==> src/rtl/b13_rx_pkg.sv <==
// -----------------------------------------------------------------------------
// b13_rx_pkg
// Shared definitions for the b13 serial receiver: FSM state encoding, frame
// length and the bit-period derivation from the transmitter delay constant.
// -----------------------------------------------------------------------------
package b13_rx_pkg;

   // Data bits per frame (MSB first on the line).
   localparam int FRAME_BITS = 8;

   // Receiver FSM states.
   typedef enum logic [1:0] {
      RX_IDLE  = 2'b00,
      RX_DATA  = 2'b01,
      RX_STOP  = 2'b10,
      RX_ABORT = 2'b11
   } rx_state_t;

   // The transmitter spends DELAY_TIME cycles waiting plus two cycles of
   // handshake overhead between consecutive bit slots.
   function automatic int bit_period(input int delay_time);
      return delay_time + 2;
   endfunction

endpackage

==> src/rtl/b13_serial_rx_if.sv <==
// -----------------------------------------------------------------------------
// b13_serial_rx_if
// Holding-register handshake between the receiver and its consumer.
//   rx_data    : received byte
//   data_valid : rx_data holds an unread byte
//   dsr        : receiver ready to accept (inverse of data_valid)
//   data_ack   : consumer accepts rx_data
// master = receiver side, slave = consumer side.
// -----------------------------------------------------------------------------
interface b13_serial_rx_if;
   import b13_rx_pkg::*;

   logic [FRAME_BITS-1:0] rx_data;
   logic                  data_valid;
   logic                  dsr;
   logic                  data_ack;

   modport master (output rx_data, data_valid, dsr, input data_ack);
   modport slave  (input rx_data, data_valid, dsr, output data_ack);

endinterface

==> src/rtl/b13_rx_bit_timer.sv <==
// -----------------------------------------------------------------------------
// b13_rx_bit_timer
// Free-running bit-slot timer. Counts 0..BIT_PERIOD-1 while enabled and wraps;
// the slot pulse marks the last count of each period.
// Ports:
//   clock, reset : system clock, synchronous active-high reset
//   clear        : force timer to 0 (wins over enable)
//   enable       : advance the timer
//   slot         : high in the cycle where timer == BIT_PERIOD-1 (and enabled)
//   timer        : current count
// -----------------------------------------------------------------------------
module b13_rx_bit_timer #(
   parameter int BIT_PERIOD = 106,
   parameter int TIMER_W    = $clog2(BIT_PERIOD)
) (
   input  logic               clock,
   input  logic               reset,
   input  logic               clear,
   input  logic               enable,
   output logic               slot,
   output logic [TIMER_W-1:0] timer
);

   localparam logic [TIMER_W-1:0] TIMER_LAST = TIMER_W'(BIT_PERIOD - 1);

   // NOTE: sequential state uses non-blocking assignments so every flop
   // samples pre-edge values regardless of block ordering.
   always_ff @(posedge clock) begin
      if (reset || clear) begin
         timer <= '0;
      end else if (enable) begin
         timer <= (timer == TIMER_LAST) ? '0 : timer + 1'b1;
      end
   end

   assign slot = enable && (timer == TIMER_LAST);

endmodule

==> src/rtl/b13_serial_rx.sv <==
// -----------------------------------------------------------------------------
// b13_serial_rx
// Receive end of the b13 serial link. A single low cycle on rx_in starts a
// frame; eight data bits (MSB first) follow, one per bit slot, then a stop
// slot that must be high. rx_in is only meaningful in slot cycles; any low
// level outside a slot is a framing error and the rest of the frame is
// skipped. Good bytes land in a valid/ack holding register.
// Ports:
//   clock, reset : system clock, synchronous active-high reset
//   rx_in        : serial line, idle high (same clock domain as transmitter)
//   err_clr      : clears both sticky error flags
//   rx_bus       : holding-register handshake (rx_data/data_valid/dsr/data_ack)
//   busy         : frame in progress
//   frame_err    : sticky framing error
//   overrun_err  : sticky overrun (good frame arrived while byte unread)
// -----------------------------------------------------------------------------
module b13_serial_rx
   import b13_rx_pkg::*;
#(
   parameter int DELAY_TIME = 104
) (
   input  logic                   clock,
   input  logic                   reset,
   input  logic                   rx_in,
   input  logic                   err_clr,
   b13_serial_rx_if.master        rx_bus,
   output logic                   busy,
   output logic                   frame_err,
   output logic                   overrun_err
);

   localparam int BIT_PERIOD = bit_period(DELAY_TIME);
   localparam int TIMER_W    = $clog2(BIT_PERIOD);
   localparam logic [2:0] LAST_BIT = 3'(FRAME_BITS - 1);

   rx_state_t             state;
   logic [2:0]            bit_idx;
   logic                  stop_next;   // in ABORT: the next slot is the stop slot
   logic [FRAME_BITS-1:0] shift_reg;
   logic [FRAME_BITS-1:0] rx_data_q;
   logic                  data_valid_q;
   logic                  slot;
   logic [TIMER_W-1:0]    timer;

   // Timer idles at 0 so the first data slot lands BIT_PERIOD cycles after
   // the start cycle.
   b13_rx_bit_timer #(
      .BIT_PERIOD (BIT_PERIOD),
      .TIMER_W    (TIMER_W)
   ) u_bit_timer (
      .clock  (clock),
      .reset  (reset),
      .clear  (state == RX_IDLE),
      .enable (state != RX_IDLE),
      .slot   (slot),
      .timer  (timer)
   );

   always_ff @(posedge clock) begin
      if (reset) begin
         state        <= RX_IDLE;
         bit_idx      <= '0;
         stop_next    <= 1'b0;
         shift_reg    <= '0;
         rx_data_q    <= '0;
         data_valid_q <= 1'b0;
         frame_err    <= 1'b0;
         overrun_err  <= 1'b0;
      end else begin
         // NOTE: defaults first, events below; the later non-blocking
         // assignment wins, so a new error beats err_clr and a delivery
         // beats the ack-driven clear in the same cycle.
         if (rx_bus.data_ack) data_valid_q <= 1'b0;
         if (err_clr) begin
            frame_err   <= 1'b0;
            overrun_err <= 1'b0;
         end

         case (state)
            RX_IDLE: begin
               if (!rx_in) begin
                  state   <= RX_DATA;
                  bit_idx <= '0;
               end
            end

            RX_DATA: begin
               if (slot) begin
                  shift_reg <= {shift_reg[FRAME_BITS-2:0], rx_in};
                  if (bit_idx == LAST_BIT) state   <= RX_STOP;
                  else                     bit_idx <= bit_idx + 3'd1;
               end else if (!rx_in) begin
                  frame_err <= 1'b1;
                  stop_next <= 1'b0;
                  state     <= RX_ABORT;
               end
            end

            RX_STOP: begin
               if (slot) begin
                  state <= RX_IDLE;
                  if (!rx_in) begin
                     frame_err <= 1'b1;
                  end else if (data_valid_q && !rx_bus.data_ack) begin
                     overrun_err <= 1'b1;      // old byte kept
                  end else begin
                     rx_data_q    <= shift_reg;
                     data_valid_q <= 1'b1;
                  end
               end else if (!rx_in) begin
                  frame_err <= 1'b1;
                  stop_next <= 1'b1;
                  state     <= RX_ABORT;
               end
            end

            RX_ABORT: begin
               // Walk the remaining data slots so the frame ends on its
               // own stop slot; the line is ignored meanwhile.
               if (slot) begin
                  if (stop_next)                state     <= RX_IDLE;
                  else if (bit_idx == LAST_BIT) stop_next <= 1'b1;
                  else                          bit_idx   <= bit_idx + 3'd1;
               end
            end

            default: state <= RX_IDLE;
         endcase
      end
   end

   assign rx_bus.rx_data    = rx_data_q;
   assign rx_bus.data_valid = data_valid_q;
   assign rx_bus.dsr        = !data_valid_q;
   assign busy              = (state != RX_IDLE);

endmodule

==> src/flat_wrapper.sv <==
// flat-port wrapper written by rule: the top's interface ports become plain ports
module b13_serial_rx_flat import b13_rx_pkg::*;
#(
   parameter int DELAY_TIME = 104
)
  (clock, reset, rx_in, err_clr, busy, frame_err, overrun_err, rx_bus_rx_data, rx_bus_data_valid, rx_bus_dsr, rx_bus_data_ack);
  b13_serial_rx_if rx_bus_i ();
  input  logic clock;
  input  logic reset;
  input  logic rx_in;
  input  logic err_clr;
  output logic busy;
  output logic frame_err;
  output logic overrun_err;
  output wire logic [$bits(rx_bus_i.rx_data)-1:0] rx_bus_rx_data;
  output wire logic [$bits(rx_bus_i.data_valid)-1:0] rx_bus_data_valid;
  output wire logic [$bits(rx_bus_i.dsr)-1:0] rx_bus_dsr;
  input wire logic [$bits(rx_bus_i.data_ack)-1:0] rx_bus_data_ack;
  assign rx_bus_rx_data = rx_bus_i.rx_data;
  assign rx_bus_data_valid = rx_bus_i.data_valid;
  assign rx_bus_dsr = rx_bus_i.dsr;
  assign rx_bus_i.data_ack = rx_bus_data_ack;
  b13_serial_rx #(.DELAY_TIME(DELAY_TIME)) u_core (.clock(clock), .reset(reset), .rx_in(rx_in), .err_clr(err_clr), .rx_bus(rx_bus_i), .busy(busy), .frame_err(frame_err), .overrun_err(overrun_err));
endmodule
==> config.mk <==
export PLATFORM = sky130hd
export DESIGN_NAME = b13_serial_rx_flat
export DESIGN_NICKNAME = d
export VERILOG_FILES = /design/src/rtl/b13_rx_pkg.sv /design/src/rtl/b13_serial_rx_if.sv /design/src/rtl/b13_rx_bit_timer.sv /design/src/rtl/b13_serial_rx.sv /design/src/flat_wrapper.sv
export SDC_FILE = /design/constraint.sdc
export NUM_CORES = 1
export LEC_CHECK = 0
export ABC_AREA = 1
export BUFFER_PORTS_ARGS = -buffer_cell sky130_fd_sc_hd__buf_2
export CORE_MARGIN = 5
export CORE_UTILIZATION = 40
export DETAILED_ROUTE_END_ITERATION = 10
export PLACE_DENSITY_LB_ADDON = 0.1
export SYNTH_ARGS = -nofsm -noshare
export SYNTH_HDL_FRONTEND = slang
export SYNTH_SLANG_ARGS = --single-unit
==> constraint.sdc <==
create_clock -name clock -period 3.5 [get_ports clock]
set_clock_uncertainty 0.15 [all_clocks]
set_input_delay 0.175 -clock clock [delete_from_list [all_inputs] [get_ports clock]]
set_output_delay 0.175 -clock clock [all_outputs]
set_load 0.02 [all_outputs]
==> metrics, run 1 <==
status=complete, no violations; Ant. Diodes=0; CTS tree=yes; Synth Area in Simple Gates=33.6%; # clock sinks=32; first-pass iteration count of the detailed router=4; YS warnings=0; initial core utilization=41.6%; routed len/inst=11.2 um; fin crit period=2010 ps; All-Layer GR Usage=12.6%; Post-Synth Adder-Cell Area=about 7.3%; nets@finish=235; post-synthesis cell type count=27; post-route setup TNS=0 ps; Die Ht=72.2 um; largest cells by area after synthesis=dfxtp_1, nand2_1, nor2_1; DP HPWL=2300 um; worst hold slack=about 11 ps; HP Class=primary input to flop; total CTS buffers=5; Mapped Nets=214; Max Buffers Root-to-Sink=2; Pwr Density=roughly 660 nW/um2; Slew HR=66.4%; CP arrival=2040 ps; Syn-to-layout area delta=15.4%; Die Wd=around 72 um; Mapped Area=1550 um2; post_cts resized=0; CTS H-Tree Depth=2; Avg Cell Area, Syn=7.73 um2; placed inst area=1680 um2; WL final=3030 um; Synth Area in XOR/XNOR=1.70%; Worst Path Required=3520 ps; top cell type's share of synthesized area=41.4%; IO buf count=17; leakage power=0.000775 uW; Vias=1300; commonest non-fill, non-tap cell in the layout=nand2_1; Skew-Pair Late Insertion Delay=approximately 280 ps; Residual DRC=0; period utilization=57.5%; first-pass GRT wire length=5020 um; VDD IR max=362 uV; RSZ-0062 raised after global routing=false; total grt overflow=0; mux contribution to synthesized area=0%; Critical Path Fanout Max=9; Max Cap Violations=0; commonest non-fill, non-tap cells in the layout=nand2_1, nor2_1, dfxtp_1; initial antenna violation count=0; Slew Limit Fails=0; post-synth top area cell=dfxtp_1; post-synthesis sequential element count=32; row cnt=22; CTS clk-pin slew, worst paths=70 ps; f_max=~500 MHz; Worst setup SP type=flop; share of cells above drive strength 1=19.4%; final hold vios=0; largest family of logic cells by synthesized area=simple AND/OR/NAND/NOR gates; drt via density=4.81; worst slew pin tran=504 ps; kind of critical path=flop to flop; share of the yosys chip area belonging to registers=41.4%; # hold bufs at CTS=0; Cells after Synth=200; Root Driver=clkbuf_8; Setup Buffers After CTS=0; largest net degree at the start of global routing=18; initial DRC count=85; vias in the first global route=between 1000 and 1500; Compound-Gate Fraction of Synth Area=10.0%; gp weighted congestion=0.895; # IOs=18; Finished Cell Area=1780 um2; critical path endpoint category=flop; setup violators final=0; core area=3720 um2; die area=5210 um2; Filler cells=378; Final ANT Viol Nets=0
## synth_stat cells, drive strengths merged
cell / n
buf: 1
nand3: 13
xnor2: 1
dfxtp: 32
a21oi: 15
clkbuf: 2
ha: 9
or2: 2
inv: 16
nor3b: 1
nand2: 42
a31oi: 1
clkinv: 2
o21a: 1
o211ai: 1
o21ai: 11
nor3: 3
xor2: 2
nand4: 6
nor2: 39
## critical path, cell delays in order (launching register included)
cell and delay [ps]:
dfxtp_1 380, inv_1 120, ha_1 250, inv_1 200
nand3_4 210, a21oi_1 280, nand4_1 170, nand2_1 100
nor2_1 40
## cells by family after synthesis
logic type	Yosys count
DFF	32
adders and majority gates	9
buffers and inverters	21
AOI/OAI and AO/OA	29
xor gates and xnor gates	3
and+or+nand+nor	106
## cell type report
cell class | count | area [um2] | share of cell area (%)
well taps | 48 | 60.1 | 3.37
repair buffers | 17 | 85.1 | 4.77
clock buffers | 6 | 72.6 | 4.07
flip-flops and latches | 32 | 641 | 35.9
clock inverters | 2 | 35.0 | 1.96
inverters | 18 | 77.6 | 4.35
multi-input cells | 147 | 813 | 45.6
## final timing paths
check	slack (ps)	cells past startpoint	start	end
hold / removal	10	4	err_clr	u_core.overrun_err
setup reg to reg	1490	8	u_core.state[0]	u_core.bit_idx[0]
hold reg to reg	310	1	u_core.u_bit_timer.timer[0]	u_core.u_bit_timer.timer[0]
setup / recovery	1490	8	u_core.state[0]	u_core.bit_idx[0]
## per-stage QoR
stage,cells,total power [uW],utilization (%),setup WS (ps)
final,270,1180,48.0,1490
after global routing,270,1280,48.0,1380
after CTS,270,1200,48.0,1520
after detailed placement,262,850,45.1,1530
after global placement,262,843,45.1,1570
after floorplan,200,765,-,1650
## report_power, final
group / total (uW) / internal (uW) / switching (uW)
combinational: 408 / 141 / 267
clock: 340 / 211 / 129
sequential: 435 / 406 / 29.0
total: 1180 / 758 / 425
## per-layer routing
metal | track usage (%) | wire [um] | part of all wire [%] | vias to the layer above
met5 | 0 | 0 | 0 | -
met3 | 4.99 | 189 | 6.2 | 6
li1 | - | - | - | 694
met2 | 19.1 | 1340 | 44 | 23
met4 | 5.64 | 58 | 1.9 | 0
met1 | 15.8 | 1440 | 47 | 577
No activity file was read; power rests on OpenSTA's default activity.
==> run 2, diff against run 1 <==
clock period = 1.6 ns   (was 3.5 ns; I/O delays follow)
==> metrics, run 2 (same netlist as run 1, synthesis figures left out) <==
CP Buf/Inv Count=2 (unchanged); worst slew pin tran=284 ps (was 504 ps); Residual DRC=0 (unchanged); DP HPWL=2560 um (was 2300 um); share of cells above drive strength 1=47.7% (was 19.4%); Die Wd=72.2 um (unchanged); routed len/inst=13.1 um (was 11.2 um); row cnt=22 (unchanged); Slew Limit Fails=0 (unchanged); # IOs=18 (unchanged); CP arrival=1690 ps (was 2040 ps); Sw Share=36.3% (was 35.9%); Worst Path Required=1630 ps (was 3520 ps); VDD IR max=852 uV (was 362 uV); CP top delay family=flip-flops (was simple AND/OR/NAND/NOR gates); CTS tree=yes (unchanged); first-pass GRT wire length=6560 um (was 5020 um); Switching Power=1170 uW (was 425 uW); gp weighted congestion=0.843 (was 0.895); first-pass iteration count of the detailed router=4 (unchanged); die area=5210 um2 (unchanged); HP Class=primary input to flop (unchanged); f_max=602 MHz (was 497 MHz); Slew HR=81.0% (was 66.4%); commonest non-fill, non-tap cell in the layout=nor2_1 (was nand2_1); Die Ht=72.2 um (unchanged); Critical Path Fanout Max=13 (was 9); setup ws final=-60.0 ps (was 1490 ps); status=finished with violations (was complete, no violations); Max Cap Violations=0 (unchanged); Clk network pwr share=23.5% (was 28.7%); CTS H-Tree Depth=2 (unchanged); Pwr Total=3230 uW (was 1180 uW); Root Driver=clkbuf_8 (unchanged); Syn-to-layout area delta=48.1% (was 15.4%); IO buf count=17 (unchanged); Worst setup SP type=flop (unchanged); WL final=3990 um (was 3030 um); post-route setup TNS=-259 ps (was 0 ps); initial DRC count=27 (was 85); drt via density=4.94 (was 4.81); vias in the first global route=1520 (was 1100); period utilization=104% (was 57.5%); Ant. Diodes=0 (unchanged); combinational share of power=46.0% (was 34.5%); total grt overflow=0 (unchanged); All-Layer GR Usage=15.9% (was 12.6%); Pwr Density=1410 nW/um2 (was 663 nW/um2); RSZ-0062 raised after global routing=true (was false); nets@finish=269 (was 235); final hold vios=0 (unchanged); sequential share of power=30.5% (was 36.7%); # clock sinks=32 (unchanged); setup violators final=11 (was 0); total CTS buffers=5 (unchanged); peak per-stage delay on the critical path=360 ps (was 380 ps); commonest non-fill, non-tap cells in the layout=nor2_1, nand2_1, dfxtp_1 (was nand2_1, nor2_1, dfxtp_1); largest net degree at the start of global routing=17 (was 18); Finished Cell Area=2290 um2 (was 1780 um2); initial antenna violation count=0 (unchanged); CTS clk-pin slew, worst paths=70 ps (about the same); initial core utilization=41.6% (unchanged); # placed instances=281 (was 262); fin crit period=1660 ps (was 2010 ps); Critical Path, Cell by Cell=inv_4, ha_1, buf_4, nand2_1, o21ai_2, nor2_4, nor2_1, nor2_2 (was inv_1, ha_1, inv_1, nand3_4, a21oi_1, nand4_1, nand2_1, nor2_1); kind of critical path=flop to flop (unchanged); leakage power=0.000963 uW (was 0.000775 uW); Max Buffers Root-to-Sink=2 (unchanged); failing checks=negative setup slack; Int Pwr=2050 uW (was 758 uW); Skew-Pair Late Insertion Delay=280 ps (about the same); slowest CP cell=dfxtp_4 (was dfxtp_1); critical path endpoint category=flop (unchanged); placed inst area=1830 um2 (was 1680 um2); core area=3720 um2 (unchanged); Vias=1503 (was 1300); Final ANT Viol Nets=0 (unchanged); Non-Filler Instances=304 (was 270)
run 2: cell types whose count changed in the layout (fill, tap and decap cells not counted), moves of 6 or more:
cell	delta
o21ai_0	-8
a21oi_2	+12
buf_4	+25
nand3_2	+9
nand2_1	-8
a21oi_1	-12
nand3_1	-9
o21ai_1	+6
run 2: final cells by class:
cell class,instances,area (um2)
Clock buffer,6,72.6
Inverter,18,85.1
Clock inverter,2,35.0
Multi-Input combinational cell,148,1020
Sequential cell,32,652
Fill cell,334,1430
Tap cell,48,60.1
Timing Repair Buffer,50,362
run 2: worst min-delay path: stages:
cell and delay, ps:
buf_2 150, inv_1 80, o211ai_1 100, a21oi_1 60
run 2: metrics by stage:
step | hold slack (ps) | utilization (%) | setup slack, ps
6_report | 74.6 | 61.6 | -60.0
5_1_grt | 104 | 61.6 | -185
4_1_cts | 74.0 | 55.6 | -43.9
3_5_place_dp | 217 | 49.3 | -68.4
3_3_place_gp | 197 | 49.3 | -27.0
2_1_floorplan | 95.4 | - | 6.59
run 2: worst paths after layout:
| check | startpoint | endpoint | slack (ps) | depth (start not counted) |
|---|---|---|---|---|
| setup / recovery | u_core.state[1] | u_core.state[1] | -60 | 8 |
| hold / removal | rx_in | u_core.frame_err | 70 | 4 |
| setup reg to reg | u_core.state[1] | u_core.state[1] | -60 | 8 |
| hold reg to reg | u_core.frame_err | u_core.frame_err | 320 | 2 |
run 2: what timing repair did:
item | CTS | global route
setup endpoints to repair | 16 | 27
hold buffers | 4 | 0
setup buffers | 5 | 5
pin swaps | 8 | 21
resized for setup | 25 | 44
gates cloned | 0 | 1
hold endpoints to repair | 11 | 0
run 2: per-layer routing:
metal,GRT usage [%],up-vias,wire length [um]
li1,-,769,-
met1,18.4,697,1670
met2,27.1,28,2080
met3,3.74,9,149
met4,8.14,0,96
met5,0,-,0
run 2: power groups by stage:
stage          clock network [uW]  logic (uW)  registers [uW]
6_report                      759        1480             982
5_1_grt                       817        1650             990
4_1_cts                       776        1260             963
3_5_place_dp                    0        1140             971
3_3_place_gp                    0        1110             966
2_1_floorplan                   0         742             974
==> run 3, diff against run 2 <==
RECOVER_POWER = 50   (was unset)
SKIP_LAST_GASP = 1   (was unset)
==> metrics, run 3 (same netlist as run 1, synthesis figures left out) <==
status=finished with violations (unchanged); failing checks=negative setup slack (unchanged); VDD IR max=872 uV (was 852 uV); R2R Setup Slk=-50 ps (was -60 ps); Crit Reg-Reg Startpoint=u_core.state[1] (unchanged); peak per-stage delay on the critical path=360 ps (about the same); Root Driver=clkbuf_8 (unchanged); path depth of the worst reg2reg path=8 (unchanged); IO buf count=17 (unchanged); Slew Limit Fails=0 (unchanged); Die Ht=72.2 um (unchanged); CP top delay family=flip-flops (unchanged); leakage power=0.000923 uW (was 0.000963 uW); Max Cap Violations=0 (unchanged); Worst setup SP type=flop (unchanged); Ant. Diodes=0 (unchanged); critical path endpoint category=flop (unchanged); nets@finish=269 (unchanged); Max Buffers Root-to-Sink=2 (unchanged); slowest CP cell=dfxtp_4 (unchanged); DP HPWL=2560 um (unchanged); Final ANT Viol Nets=0 (unchanged); vias in the first global route=1515 (was 1520); Die Wd=72.2 um (unchanged); Syn-to-layout area delta=46.4% (was 48.1%); Critical Path Fanout Max=13 (unchanged); CTS H-Tree Depth=2 (unchanged); routed len/inst=13.1 um (about the same); final hold vios=0 (unchanged); area of the multi-input gates=1000 um2 (was 1020 um2); Residual DRC=0 (unchanged); initial core utilization=41.6% (unchanged); kind of critical path=flop to flop (unchanged); core area=3720 um2 (unchanged); first-pass GRT wire length=6530 um (was 6560 um); share of cells above drive strength 1=42.6% (was 47.7%); WL final=3970 um (was 3990 um); Vias=1491 (was 1503); Pwr Total=3220 uW (was 3230 uW); largest net degree at the start of global routing=17 (unchanged); CP arrival=1680 ps (was 1690 ps); RSZ-0062 raised after global routing=true (unchanged); Skew-Pair Late Insertion Delay=280 ps (about the same); drt via density=4.90 (was 4.94); fin crit period=1650 ps (was 1660 ps); Non-Filler Instances=304 (unchanged); commonest non-fill, non-tap cell in the layout=nor2_1 (unchanged); Worst Path Required=1630 ps (about the same); period utilization=103% (was 104%); hold endpoint=u_core.frame_err (unchanged); Critical Path, Cell by Cell=inv_4, ha_1, buf_4, nand2_1, o21ai_2, nor2_4, nor2_1, nor2_2 (unchanged); total grt overflow=0 (unchanged); CP Buf/Inv Count=2 (unchanged); row cnt=22 (unchanged); storage element area=652 um2 (unchanged); total CTS buffers=5 (unchanged); Finished Cell Area=2260 um2 (was 2290 um2); # placed instances=281 (unchanged); gp weighted congestion=0.843 (unchanged); CTS tree=yes (unchanged); placed inst area=1830 um2 (unchanged); worst hold slack=81.8 ps (was 74.6 ps); setup ws final=-50.4 ps (was -60.0 ps); # IOs=18 (unchanged); HP Start=rx_in (unchanged); post-route setup TNS=-139 ps (was -259 ps); Pwr Density=1420 nW/um2 (was 1410 nW/um2); All-Layer GR Usage=15.8% (was 15.9%); CTS clk-pin slew, worst paths=70 ps (about the same); worst slew pin tran=287 ps (was 284 ps); Filler cells=343 (was 334); worst r2r dst=u_core.state[1] (unchanged); Cells on Worst Hold Path=4 (unchanged); initial DRC count=22 (was 27); setup violators final=6 (was 11); f_max=606 MHz (was 602 MHz); HP Class=primary input to flop (unchanged); die area=5210 um2 (unchanged); initial antenna violation count=0 (unchanged); commonest non-fill, non-tap cells in the layout=nor2_1, nand2_1, dfxtp_1 (unchanged); first-pass iteration count of the detailed router=4 (unchanged); Slew HR=80.9% (was 81.0%); # clock sinks=32 (unchanged)
run 3: layout make-up:
class                           count  area share (%)
Sequential cell                    32            28.8
Multi-Input combinational cell    147            44.3
Timing Repair Buffer               51            15.8
Inverter                           18            3.76
Clock inverter                      2            1.55
Tap cell                           48            2.65
Clock buffer                        6            3.20
run 3: routing by layer:
metal	track usage, %	up-vias	routed length, um
li1	-	766	-
met1	18.4	693	1680
met4	8.14	0	92
met2	26.7	23	2040
met5	0	-	0
met3	3.74	9	148
run 3: per-stage QoR:
step / util, % / setup slack (ps)
after CTS: 55.4 / -43.9
after global routing: 60.9 / -178
after floorplan: - / 6.59
final: 60.9 / -50.4
after detailed placement: 49.3 / -68.4
after global placement: 49.3 / -27.0
run 3: how the worst max path moves through the flow:
stage	start	endpoint	slack [ps]	cells past startpoint
2_1_floorplan	u_core.state[0]	u_core.state[1]	7	10
3_3_place_gp	u_core.state[0]	u_core.state[0]	-30	9
5_1_grt	u_core.u_bit_timer.timer[1]	u_core.state[0]	-180	11
3_5_place_dp	u_core.u_bit_timer.timer[1]	u_core.state[1]	-70	11
4_1_cts	u_core.u_bit_timer.timer[1]	u_core.stop_next	-40	10
6_report	u_core.state[1]	u_core.state[1]	-50	8
run 3: worst register-to-register path, stage by stage, from the launching register on:
cell and delay (ps):
dfxtp_4 360, inv_4 80, ha_1 180, buf_4 260
nand2_1 100, o21ai_2 190, nor2_4 60, nor2_1 110
nor2_2 50
run 3: what timing repair did:
item                                    4_1_cts  5_1_grt
hold buffers                                  4        0
endpoints found under the setup margin       16       27
gates cloned                                  0        0
hold endpoints to repair                     11        0
pin swaps                                     7       18
buffers inserted                              5        6
gates resized for setup                      23       42
run 3: power breakdown:
| part | switching [uW] | total, uW | internal [uW] | leakage [uW] |
|---|---|---|---|---|
| combinational | 797 | 1480 | 686 | 0.000607 |
| clock | 292 | 754 | 462 | 0.0000552 |
| sequential | 75.0 | 981 | 906 | 0.000262 |
